[src/rtl/pingpong_pkg.sv]
// Shared constants and types for the single-player ping-pong scoring engine.
// State encodings, score ceiling, default game parameters and the saturating score add.
package pingpong_pkg;

   localparam logic [2:0] ST_IDLE  = 3'd0;
   localparam logic [2:0] ST_SERVE = 3'd1;
   localparam logic [2:0] ST_RALLY = 3'd2;
   localparam logic [2:0] ST_HOLD  = 3'd3;
   localparam logic [2:0] ST_OVER  = 3'd4;

   localparam logic [7:0] SCORE_MAX = 8'd255;

   localparam int LIVES_DEF       = 3;
   localparam int STREAK_LEN_DEF  = 5;
   localparam int BONUS_DEF       = 2;
   localparam int HOLD_CYCLES_DEF = 50_000_000;

   typedef enum logic [2:0] {
      S_IDLE  = ST_IDLE,
      S_SERVE = ST_SERVE,
      S_RALLY = ST_RALLY,
      S_HOLD  = ST_HOLD,
      S_OVER  = ST_OVER
   } state_t;

   // 9-bit add so the carry is visible; clamp instead of wrapping.
   function automatic logic [7:0] sat_add(input logic [7:0] a, input logic [8:0] inc);
      logic [8:0] sum;
      sum = {1'b0, a} + inc;
      if (sum > {1'b0, SCORE_MAX}) return SCORE_MAX;
      else                         return sum[7:0];
   endfunction

endpackage

[src/rtl/edge_sync.sv]
// Two-flop synchroniser for an asynchronous level, plus a third flop that turns
// each rising edge of the level into exactly one single-cycle pulse.
module edge_sync (
   input  logic clk,
   input  logic rst,
   input  logic level,
   output logic pulse
);

   logic s1;
   logic s2;
   logic s3;

   always_ff @(posedge clk) begin
      if (rst) begin
         s1 <= 1'b0;
         s2 <= 1'b0;
         s3 <= 1'b0;
      end else begin
         s1 <= level;
         s2 <= s1;
         s3 <= s2;
      end
   end

   assign pulse = s2 & ~s3;

endmodule

[src/rtl/score_keeper.sv]
// Ping-pong scoring engine: conditions the MCU hit/miss levels, runs the game FSM
// and keeps score, lives, hit streak and the post-miss cooldown counter.
module score_keeper
   import pingpong_pkg::*;
#(
   parameter int LIVES       = LIVES_DEF,
   parameter int STREAK_LEN  = STREAK_LEN_DEF,
   parameter int BONUS       = BONUS_DEF,
   parameter int HOLD_CYCLES = HOLD_CYCLES_DEF
) (
   input  logic       clk,
   input  logic       rst,
   input  logic       start,
   input  logic       hit_in,
   input  logic       miss_in,
   output logic [7:0] score,
   output logic [1:0] lives,
   output logic       game_over,
   output logic       serving
);

   localparam int SW = $clog2(STREAK_LEN + 1);
   localparam int HW = $clog2(HOLD_CYCLES + 1);

   logic hit_pulse;
   logic miss_pulse;

   edge_sync u_hit_sync (
      .clk   (clk),
      .rst   (rst),
      .level (hit_in),
      .pulse (hit_pulse)
   );

   edge_sync u_miss_sync (
      .clk   (clk),
      .rst   (rst),
      .level (miss_in),
      .pulse (miss_pulse)
   );

   state_t        state, state_next;
   logic [7:0]    score_next;
   logic [1:0]    lives_next;
   logic [SW-1:0] streak, streak_next, streak_inc;
   logic [HW-1:0] hold_cnt, hold_next;
   logic [8:0]    inc;
   logic          streak_done;

   always_ff @(posedge clk) begin
      if (rst) begin
         state     <= S_IDLE;
         score     <= 8'd0;
         lives     <= 2'd0;
         streak    <= '0;
         hold_cnt  <= '0;
         serving   <= 1'b0;
         game_over <= 1'b0;
      end else begin
         state     <= state_next;
         score     <= score_next;
         lives     <= lives_next;
         streak    <= streak_next;
         hold_cnt  <= hold_next;
         serving   <= (state_next == S_SERVE);
         game_over <= (state_next == S_OVER);
      end
   end

   always_comb begin
      state_next  = state;
      score_next  = score;
      lives_next  = lives;
      streak_next = streak;
      hold_next   = hold_cnt;
      streak_inc  = streak + 1'b1;
      streak_done = (streak_inc == SW'(STREAK_LEN));
      inc         = streak_done ? 9'(1 + BONUS) : 9'd1;

      case (state)
         S_IDLE, S_OVER: begin
            // start outranks any same-cycle event, which is simply dropped
            if (start) begin
               state_next  = S_SERVE;
               score_next  = 8'd0;
               lives_next  = 2'(LIVES);
               streak_next = '0;
               hold_next   = '0;
            end
         end
         S_SERVE, S_RALLY: begin
            // miss outranks a same-cycle hit
            if (miss_pulse) begin
               streak_next = '0;
               lives_next  = lives - 2'd1;
               if (lives == 2'd1) begin
                  state_next = S_OVER;
               end else begin
                  state_next = S_HOLD;
                  hold_next  = HW'(HOLD_CYCLES);
               end
            end else if (hit_pulse) begin
               state_next  = S_RALLY;
               score_next  = sat_add(score, inc);
               streak_next = streak_done ? '0 : streak_inc;
            end
         end
         S_HOLD: begin
            // leave on the edge where the count reaches zero; events here are discarded
            if (hold_cnt <= HW'(1)) begin
               state_next = S_SERVE;
               hold_next  = '0;
            end else begin
               hold_next = hold_cnt - 1'b1;
            end
         end
         default: state_next = S_IDLE;
      endcase
   end

endmodule

[config.mk]
export PLATFORM = sky130hd
export DESIGN_NAME = score_keeper
export DESIGN_NICKNAME = d
export VERILOG_FILES = /design/src/rtl/pingpong_pkg.sv /design/src/rtl/edge_sync.sv /design/src/rtl/score_keeper.sv
export SDC_FILE = /design/constraint.sdc
export NUM_CORES = 1
export LEC_CHECK = 0
export CAP_MARGIN = 20
export CORE_MARGIN = 2
export CORE_UTILIZATION = 40
export CTS_BUF_LIST = sky130_fd_sc_hd__clkbuf_4
export CTS_CLUSTER_DIAMETER = 60
export DETAILED_ROUTE_END_ITERATION = 8
export GPL_TIMING_DRIVEN = 1
export SLEW_MARGIN = 20
export SYNTH_ARGS = -nofsm -noshare
export SYNTH_HDL_FRONTEND = slang
export SYNTH_SLANG_ARGS = --single-unit
[constraint.sdc]
create_clock -name clk -period 5.4 [get_ports clk]
set_input_delay 0.54 -clock clk [delete_from_list [all_inputs] [get_ports clk]]
set_output_delay 0.54 -clock clk [all_outputs]
set_load 0.1 [all_outputs]
Word-level counts from Yosys, hierarchy flattened
Index checks and enable logic that the tools add are counted.
- output and inout bits: 12
- logic and storage cells: 71
- register bits after elaboration: 50
- reduce and logical (&&, ||, !) cells: 9
- bitwise gates (word level): 4
- $lt $le $gt $ge: 2
- add/sub/neg operators: 4
- mux-type cells: 25
- equal/unequal tests: 14
- operators with widths (cell ; count):
    26-bit two-way mux ; 4
    26-bit one-hot mux with 3 select lines ; 1
    8-bit two-way mux ; 4
    3-bit two-way mux ; 9
    26-bit by 1-bit <= comparator with 1-bit output (second input constant) ; 1
    26-bit by 1-bit subtractor with 26-bit output (second input constant) ; 1
    8-bit one-hot mux with 2 select lines ; 1
    2-bit inequality test (second input constant) ; 5
    8-bit by 2-bit adder with 9-bit output ; 1
    3-bit == test (second input constant) ; 3
    9-bit by 8-bit greater-than comparator with 1-bit output (second input constant) ; 1
    3-bit one-hot mux with 3 select lines ; 1
    4-bit AND reduction ; 2
    3-bit by 1-bit == test with 1-bit output (second input constant) ; 2
    3-bit by 2-bit == test with 1-bit output (second input constant) ; 2
    2-bit two-way mux ; 3
    3-bit one-hot mux with 2 select lines ; 1
    3-bit AND reduction ; 2
    2-bit one-hot mux with 2 select lines ; 1
    2-bit OR reduction ; 2
    3-bit by 1-bit adder with 3-bit output (second input constant) ; 1
    3-bit zero test ; 1
    3-bit inequality test (second input constant) ; 1
    3-bit nonzero test ; 1
    other kinds (5) ; 7

Longest topological paths before layout
- word-level depth: 9
- depth in mapped cells: 9
- mapped depth without buffers: 9

Modules after synthesis
From an unflattened synthesis, not the netlist that was laid out.
- cell total of the unflattened synthesis: 336
- area, all modules: 2746.4 µm²
- by module, submodules not included (module ; area each (µm²) ; cells each ; instances):
    score_keeper ; 2571.2 ; 322 ; 1
    edge_sync ; 87.6 ; 7 ; 2

Least setup slack after synthesis
Ideal clock, no wire load.
- path type: register to register
- start point: reg lives[0]
- end point: reg hold_cnt[11]
- stages on the path, launching flop included: 8
- arrival: 2.635 ns
- period minus slack after synthesis: 2.710 ns
- setup time: 0.075 ns
- slack: 2.690 ns
- cell sequence: dfxtp_1 -> ha_1 -> nor3b_1 -> maj3_1 -> a211oi_1 -> clkbuf_1 -> a21oi_1 -> o22ai_1
- longest elaborated chain between the ends: 3
- ends and longest elaborated chain (item ; RTL line ; source):
    from (decl) ; score_keeper.sv:17 ; output logic [1:0] lives,
    from (signal assigned) ; score_keeper.sv:62 ; lives <= lives_next;
    2-bit by 1-bit == test with 1-bit output ; score_keeper.sv:96 ; if (lives == 2'd1) begin
    2-bit inequality test (no source line) ; -- ;
    4-bit AND reduction (no source line) ; -- ;
    to (signal assigned) ; score_keeper.sv:64 ; hold_cnt <= hold_next;
    to (decl) ; score_keeper.sv:46 ; logic [HW-1:0] hold_cnt, hold_next;
No other way between the ends.
A chain may end at the register's enable or synchronous reset.

Worst setup path after layout
- start point: reg hold_cnt[14]
- end point: reg hold_cnt[5]
- longest elaborated chain between the ends: 3
- ends and longest elaborated chain (item ; RTL line ; source):
    26-bit by 1-bit <= comparator with 1-bit output ; score_keeper.sv:110 ; if (hold_cnt <= HW'(1)) begin
    26-bit two-way mux ; score_keeper.sv:110 ;
    26-bit one-hot mux with 3 select lines ; score_keeper.sv:80 ; case (state)
No other way between the ends.

==> flow_summary_export.csv <==
group,metric,value,unit
run_status,outcome,"finished, final reports clean",
timing,slew_headroom,31.4,%
floorplanning,design.die.area,0.00734,sq mm
clock_network,clk_pin_slew_worst_paths,0.18,ns
yosys,ys_types,58,
yosys,synth-main-ff-cell,"dfxtp_1",
setup_path,cp.arrival,3.09,ns
clock_network,htree_num_levels,2,
clock_network,insertion_delay,0.40,ns
floorplanning,dieHeight,85.7,microns
yosys,ys_ff_latch,50,
setup_path,cp_top_family,"simple AND/OR/NAND/NOR gates",
setup_path,r2r.worst_path.cells,5,
timing,worst_pin_slew,1.02,ns
setup_path,cp-start-kind,"flip-flop",
cells_and_area,final_cell_mix,"50 x dfxtp_1, 41 x a21oi_1, 25 x nor2_1",
clock_network,post_cts_buffers,0,
place,gp_congestion,0.836,
yosys,synth_edf_count,0,
timing,final_max_slew_viol_count,0,
clock_network,cts_repair_resize_count,0,
clock_network,cts_buffer_depth,2,
setup_path,worstPathRequired,5.69,ns
cells_and_area,drive_gt1_share,8.01,%
timing,clock-skew-final,0.0227,ns
worst_hold_path,hold_class,"reg -> reg",
worst_hold_path,whs_path_depth,1,
timing,fin_tns_setup,0,ns
global_route,grt_pass1_wl,10.7,mm
floorplanning,coreArea,0.00639,sq mm
global_route,overflow,0,
timing,fin_crit_sh,51.8,%
timing,rsz0062_at_grt,"no",
floorplanning,start_util,41.8,%
yosys,yosysSeqAreaShare,37.5,%
global_route,antenna_found_initial,0,
timing,holdWs,0.458,ns
run,drv_cap,0,
place,io_buffers,16,
clock_network,ctsHoldBuffers,0,
place,dpl.hpwl,4.42,mm
global_route,grt_max_degree,24,
floorplanning,io_pins,17,
global_route,grt_pass1_vias,2216,
detailed_routing,viasPerCell,5.85,
cells_and_area,fin_nets,348,
detailed_routing,drcViolationCount,0,
cells_and_area,n_antenna_cell,0,
clock_network,clock-sinks,50,
yosys,syn-num-nets,338,
setup_path,setup.worst_path.class,"reg -> reg",
setup_path,critPathSlowestCell,"nor4_4",
cells_and_area,final_common_cell,"dfxtp_1",
timing,period_needed,2.80,ns
power,irDropWorstVdd,0.183,mV
timing,final-hold-violation-count,0,
detailed_routing,vias,2420,
timing,setup_viol,0,
detailed_routing,ant_nets,0,
setup_path,cp-end-kind,"flip-flop",
detailed_routing,drtIter0Drc,132,
timing,fmax,0.357,GHz
detailed_routing,drt-total-wl,6.23,mm
cells_and_area,area_growth,10.8,%
power,p_leak,1.12,nW
yosys,syn-instance-count,326,
setup_path,crit_fanout,18,
yosys,yosysWarnings,0,
power,report.power.total,950,uW
yosys,netlist_area,0.00267,sq mm
detailed_routing,avgRoutedWirePerCell,15.1,microns
floorplanning,placementRows,29,
yosys,avgSynthCellArea,8.19,sq um
setup_path,path_depth,5,
yosys,ys_async_sr_fraction,0,%
clock_network,clock-root-buffer,"clkbuf_4",
clock_network,cts_tree,"built",
clock_network,numCtsBuffers,5,
setup_path,max_stage_delay,0.89,ns
power,p_per_area,321,mW/mm^2
setup_path,critPathBufInv,0,
floorplanning,die-width,85.7,microns
global_route,grtUsageTotal,17.9,%
detailed_routing,firstDrtPassIters,4,
setup_path,crit_chain,"or4_4 > nor4_4 > a211oi_4 > and3_1 > a221o_1",
## flip-flops by register name, indices dropped and copies added (netlist names)
register and cells:
u_hit_sync.s2 1, lives 2, score 8, u_miss_sync.s3 1
u_miss_sync.s1 1, game_over 1, hold_cnt 26, u_hit_sync.s3 1
u_hit_sync.s1 1, streak 3, serving 1, u_miss_sync.s2 1
state 3
## per-stage QoR
stage	worst slack [ns]	instance area [sq um]	std cells	util, %
floorplan	2.69	2670	326	-
global placement	2.60	2880	406	45.2
detailed placement	2.53	2880	406	45.2
CTS	2.61	2950	414	46.2
global route	2.47	2960	414	46.3
finish	2.60	2960	414	46.3
## cell families (layout without fill, tap and decap cells)
family | after synthesis | count (layout) | share of synthesized area, %
AND/OR/NAND/NOR | 131 | 131 | 27.1
adder cells (fa/ha/maj) | 8 | 8 | 3.94
flip-flops | 50 | 50 | 37.5
buffers and inverters | 30 | 41 | 4.50
XOR/XNOR | 3 | 3 | 0.985
AO/OA/AOI/OAI | 103 | 103 | 25.6
multiplexers | 1 | 1 | 0.375
## final timing paths
kind / from / to / slack, ns
max: hold_cnt[14] / hold_cnt[5] / 2.60
min: u_hit_sync.s1 / u_hit_sync.s2 / 0.46
max reg2reg: hold_cnt[14] / hold_cnt[5] / 2.60
min reg2reg: u_hit_sync.s1 / u_hit_sync.s2 / 0.46
## metal layers
metal | global-route usage, % | part of all wire (%) | vias to the layer above
li1 | - | - | 1240
met1 | 26.6 | 52 | 1122
met2 | 26.3 | 43 | 54
met3 | 3.46 | 4.3 | 4
met4 | 4.91 | 1.1 | 0
met5 | 0 | 0 | -
## cell type report
| cell class | instances | area [sq um] |
|---|---|---|
| Sequential cell | 50 | 1000 |
| Multi-Input combinational cell | 246 | 1550 |
| Clock buffer | 5 | 37.5 |
| Fill cell | 656 | 3430 |
| Timing Repair Buffer | 20 | 190 |
| Clock inverter | 3 | 28.8 |
| Tap cell | 77 | 96.3 |
| Inverter | 13 | 48.8 |
## power by group
part / internal [mW] / total, mW / switching (mW)
clock: 0.0568 / 0.194 / 0.138
combinational: 0.115 / 0.330 / 0.215
sequential: 0.395 / 0.426 / 0.0310
## cell usage after synthesis, types with 5 or more instances
library cell   n  area [sq um]
nand2_1       22          82.6
a21oi_1       41           205
inv_1         13          48.8
o21ai_0       11          55.1
ha_1           6          75.1
nand4_1        9          56.3
a211oi_1       9          67.6
nand3_1       10          50.1
a21o_1         5          37.5
a31o_2         6          52.6
nor4_1        10          62.6
dfxtp_1       50          1000
nor2b_1        7          43.8
clkbuf_1      12          45.0
nor3_1        19          95.1
nor2_1        25          93.8
## worst register-to-register path, stage by stage, from the launching register on
cell,delay [ns]
dfxtp_1,0.40
or4_4,0.55
nor4_4,0.89
a211oi_4,0.33
and3_1,0.28
a221o_1,0.25
(Power assumes the default switching activity.)
==> edit 1, RTL diff (same settings) <==
The output `serving` loses its register stage (`serving` becomes a continuous assignment).
--- a/src/rtl/score_keeper.sv
+++ b/src/rtl/score_keeper.sv
@@ -55,5 +55,4 @@
          streak    <= '0;
          hold_cnt  <= '0;
-         serving   <= 1'b0;
          game_over <= 1'b0;
       end else begin
@@ -63,8 +62,9 @@
          streak    <= streak_next;
          hold_cnt  <= hold_next;
-         serving   <= (state_next == S_SERVE);
          game_over <= (state_next == S_OVER);
       end
    end
+
+   assign serving = (state_next == S_SERVE);
 
    always_comb begin
Formal check against the unedited RTL: not equivalent (Yosys sat finds a counterexample within 4 cycles, from zero or initial values and one cycle with rst high).
==> edit 1 against the unedited design <==
Synthesized cell count grew 3.7%. Clock power down 12%. Power rose by 18%. Sequential share of layout area shrank 1.2 points. Clock skew decreased by 2.0 ps. Cell area rose by 1.7%. Synthesized area increased by 3.0%. Worst setup slack worse by 1200 ps. Wire length grew 1.7%. Sequential cell count fell by 1. Largest cell class unchanged. Largest power group is now combinational cells.
==> edit 1: results (changes against the unedited design) <==
* Status: finished, final reports clean (unchanged)
* Clk Latency, worst-skew pair at 380 ps (was 400 ps)
* H-tree levels at 2 (unchanged)
* Clk_skew at 20.65 ps (was 22.67 ps)
* Final Max Slew Viols at 0 (unchanged)
* Final HPWL DP at 4.468 mm (was 4.418 mm)
* Worst-path maximum fanout at 14 (was 18)
* Async set-reset flop share out of synthesis at 0% (unchanged)
* CP arrival at 3470 ps (was 3090 ps)
* Clock tree buffer depth at 2 (unchanged)
* Post-synth EDFFs at 0 (unchanged)
* Layout cells sized above 1 at 5.780% (was 8.012%)
* Post-route ant nets at 0 (unchanged)
* Max VDD drop at 121.8 uV (was 183.3 uV)
* Ys Warns at 0 (unchanged)
* Post-Place Worst Slack at 1427 ps (was 2534 ps)
* Syn nets at 351 (was 338)
* Setup bufs post-CTS at 0 (unchanged)
* Synth top area cells: dfxtp_1 36%, a21oi_1 5.5%, a31oi_1 3.6%, nor3_1 3.6%, nand2_1 3.5% (was dfxtp_1 38%, a21oi_1 7.7%, nor3_1 3.6%, nor2_1 3.5%, nand2_1 3.1%)
* GRT Overall Usage at 17.88% (was 17.87%)
* DR pass1 iterations at 4 (unchanged)
* Synth Flop Type: dfxtp_1 (unchanged)
* Synth top cells by count: 49 x dfxtp_1, 30 x a21oi_1, 26 x nand2_1 (was 50 x dfxtp_1, 41 x a21oi_1, 25 x nor2_1)
* Worst R2R Setup Slack at 2360 ps (was 2600 ps)
* GP Congestion at 0.8638 (was 0.8358)
* Antenna diodes at 0 (unchanged)
* Port bufs at 16 (unchanged)
* Root Buffer: clkbuf_4 (unchanged)
* Unique masters post-synth at 59 (was 58)
* Vias per cell at 5.939 (was 5.845)
* Critical path class: reg2out (was reg2reg)
* Largest net degree at the start of global routing at 37 (was 24)
* HP Start: u_miss_sync.s1 (was u_hit_sync.s1)
* Min-Delay Path Depth at 1 (unchanged)
* Reg2reg end: score[3] (was hold_cnt[5])
* Worst slew pin tran at 977.8 ps (was 1025 ps)
* Vias in the first global route at 2366 (was 2216)
* Sequential area share after synthesis at 35.67% (was 37.51%)
* Final nets at 358 (was 348)
* Final wirelength at 6.337 mm (was 6.231 mm)
* Leakage at 0.001049 uW (was 0.001123 uW)
* Reg2Reg Launch Point: streak[0] (was hold_cnt[14])
* Worst reg-to-reg path cell count at 9 (was 5)
* Hold path endpoint: u_miss_sync.s2 (was u_hit_sync.s2)
* Worst-path clk slew at 130 ps (was 180 ps)
* Global-route wire length before repair at 11.01 mm (was 10.72 mm)
* DR iter-0 viols at 172 (was 132)
-- edit 1: logic make-up (layout without fill, tap and decap cells) --
| logic type | after synthesis | in the layout | synth area share [%] |
|---|---|---|---|
| flops | 49 | 49 | 35.67 |
| xor+xnor | 5 | 5 | 1.592 |
| compound gates | 97 | 97 | 22.75 |
| mux | 3 | 3 | 1.092 |
| buf+inv | 34 | 42 | 5.368 |
| fa+ha+maj | 9 | 9 | 4.277 |
| simple gates | 141 | 141 | 29.25 |
-- edit 1: metrics by stage --
stage / std cells / hold WS, ps / total power (uW) / util, % / area (sq um)
after floorplan: 338 / 413.8 / 853.5 / - / 2750
after global placement: 418 / 415.2 / 951.4 / 43.93 / 2952
after detailed placement: 418 / 426.5 / 954.6 / 43.93 / 2952
after CTS: 426 / 458.3 / 1130 / 44.75 / 3007
after global routing: 426 / 467.1 / 1216 / 44.75 / 3007
final: 426 / 451.4 / 1125 / 44.75 / 3007
-- edit 1: final cells by class --
cell class	instances	area (sq um)
fillers	693	3712
multi-input cells	255	1628
flip-flops and latches	49	980.9
repair buffers	20	190.2
well taps	80	100.1
inverters	14	52.55
clock buffers	5	37.54
clock inverters	3	17.52
-- edit 1: critical path, stage by stage, from the launching register on --
cell and delay (ps):
dfxtp_1 400, or4_4 620, nor4_4 440, a31oi_1 150
buf_4 210, nor2_1 130, clkdlybuf4s50_1 1140
-- edit 1: layer usage --
layer  up-vias  global-route usage [%]  share of wire [%]
met1      1199                   22.83                 47
met2        45                   31.02                 48
met3         6                   3.128                3.0
met4         0                   4.688                1.1
met5         -                       0                  0
li1       1280                       -                  -
-- edit 1: how the worst max path moves through the flow --
stage	startpoint	endpoint	slack (ps)	cells past startpoint
final	hold_cnt[12]	serving	1390	6
after global routing	hold_cnt[12]	serving	1240	6
after CTS	hold_cnt[12]	serving	1370	6
after detailed placement	start	serving	1430	7
after global placement	start	serving	1470	7
after floorplan	lives[1]	serving	1710	7
-- edit 1: where the power goes --
part           leakage, uW  switching, uW  total (uW)  internal, uW
clock network    0.0000310            121         171          49.3
logic             0.000619            331         513           181
registers         0.000399           45.3         442           396
==> edit 2, RTL diff (same flow settings) <==
Made on the original files. Set the package constant `STREAK_LEN_DEF` to 6 (it was 5).
--- a/src/rtl/pingpong_pkg.sv
+++ b/src/rtl/pingpong_pkg.sv
@@ -12,5 +12,5 @@
 
    localparam int LIVES_DEF       = 3;
-   localparam int STREAK_LEN_DEF  = 5;
+   localparam int STREAK_LEN_DEF  = 6;
    localparam int BONUS_DEF       = 2;
    localparam int HOLD_CYCLES_DEF = 50_000_000;
Check against the original RTL: same outputs for any inputs over 10 cycles, from zero or initial values and one cycle with rst high; that may be too few to reach the edited logic, so the function may still have changed.
==> edit 2 against the unedited design <==
Cell area increased by 6.0%. Worst setup slack gained 1.1 ps. Core utilization shrank 0.44 points. Power down 2.9%. Sequential cell count is the same. Synthesized area is 6.8% higher. Non-clock buffer count decreased by 1. Wire length rose by 5.2%.
==> edit 2: results (changes against the unedited design) <==
* Fraction of area in clock buffers and inverters at 2.636% (was 2.243%)
* Unique masters post-synth at 64 (was 58)
* Nonclk inv count at 15 (was 13)
* Status: finished, final reports clean (unchanged)
* Sequential cell area share at 31.95% (was 33.86%)
* HP Start: u_miss_sync.s1 (was u_hit_sync.s1)
* Clkbuf count at 6 (was 5)
* Final wirelength at 6.552 mm (was 6.231 mm)
* Post-synthesis compound-gate area fraction at 22.30% (was 25.60%)
* CP top delay family: compound AO/OA/AOI/OAI gates (was simple AND/OR/NAND/NOR gates)
* Global-route wire length before repair at 11.29 mm (was 10.72 mm)
* Fill cell count at 683 (was 656)
* Clk_skew at 19.24 ps (was 22.67 ps)
* Clk Latency, worst-skew pair at 370 ps (was 400 ps)
* Slowest stage delay, CP at 430 ps (was 890 ps)
* CP arrival at 3080 ps (was 3090 ps)
* WL/cell at 14.89 um (was 15.05 um)
* Non-clk buf share at 5.831% (was 6.432%)
* Synth top cells by count: 50 x dfxtp_1, 29 x nor2_1, 25 x a21oi_1 (was 50 x dfxtp_1, 41 x a21oi_1, 25 x nor2_1)
* Leakage at 0.001152 uW (was 0.001123 uW)
* Worst-path maximum fanout at 4 (was 18)
* Final HPWL DP at 4.578 mm (was 4.418 mm)
* XOR/XNOR Fraction of Synth Area at 1.536% (was 0.9845%)
* Max VDD drop at 128.8 uV (was 183.3 uV)
* Final nets at 356 (was 348)
* Largest net degree at the start of global routing at 39 (was 24)
* Non-clk bufs at 19 (was 20)
* Number of vias in the routed layout at 2527 (was 2420)
* GRT Overall Usage at 18.04% (was 17.87%)
* DR iter-0 viols at 107 (was 132)
* GP Congestion at 0.8604 (was 0.8358)
* Placed Area at 3044 sq um (was 2884 sq um)
* Mux contribution to synthesized area at 1.756% (was 0.3751%)
* Worst-path clk slew at 160 ps (was 180 ps)
* DR pass1 iterations at 4 (unchanged)
* Syn nets at 346 (was 338)
* Vias in the first global route at 2368 (was 2216)
* Area occupied by multi-input gates at 1690 sq um (was 1554 sq um)
* Comb_multi_in at 252 (was 246)
* Rel. slew slack at 32.27% (was 31.44%)
* Hold Vio Cnt, Final at 0 (unchanged)
* Sequential area share after synthesis at 35.12% (was 37.51%)
* Port bufs at 16 (unchanged)
* CP max-delay cell: o32ai_1 (was nor4_4)
* Post-Syn Instances at 333 (was 326)
* Reg2Reg Launch Point: streak[0] (was hold_cnt[14])
* Adder-Cell Fraction of Synth Area at 4.126% (was 3.938%)
* Layout cells sized above 1 at 9.302% (was 8.012%)
* Placed Cells at 432 (was 406)
-- edit 2: per-stage QoR --
step	hold slack, ps	util [%]	power, uW	setup slack [ps]
5_1_grt	473.1	45.86	978.9	2344
4_1_cts	463.3	45.77	925.9	2640
2_1_floorplan	413.8	-	649.4	2631
3_3_place_gp	414.7	44.56	697.0	2735
6_report	462.1	45.86	922.3	2604
3_5_place_dp	432.6	44.56	700.5	2646
-- edit 2: path summary, 6_finish.rpt --
check | endpoint | slack [ps] | cells after the start
setup reg to reg | score[3] | 2600 | 9
hold / removal | u_miss_sync.s2 | 460 | 1
setup / recovery | score[3] | 2600 | 9
hold reg to reg | u_miss_sync.s2 | 460 | 1
-- edit 2: metal layers --
metal,up-vias,wire (um),track usage (%)
met4,0,51,3.857
met5,-,0,0
met3,5,146,2.892
met1,1210,3148,23.25
met2,36,3205,31.85
li1,1276,-,-
-- edit 2: power by group --
group	internal, uW	total [uW]	switching (uW)
Sequential	391	416	25.7
Combinational	100	279	179
Clock	103	227	124
Total	594	922	329
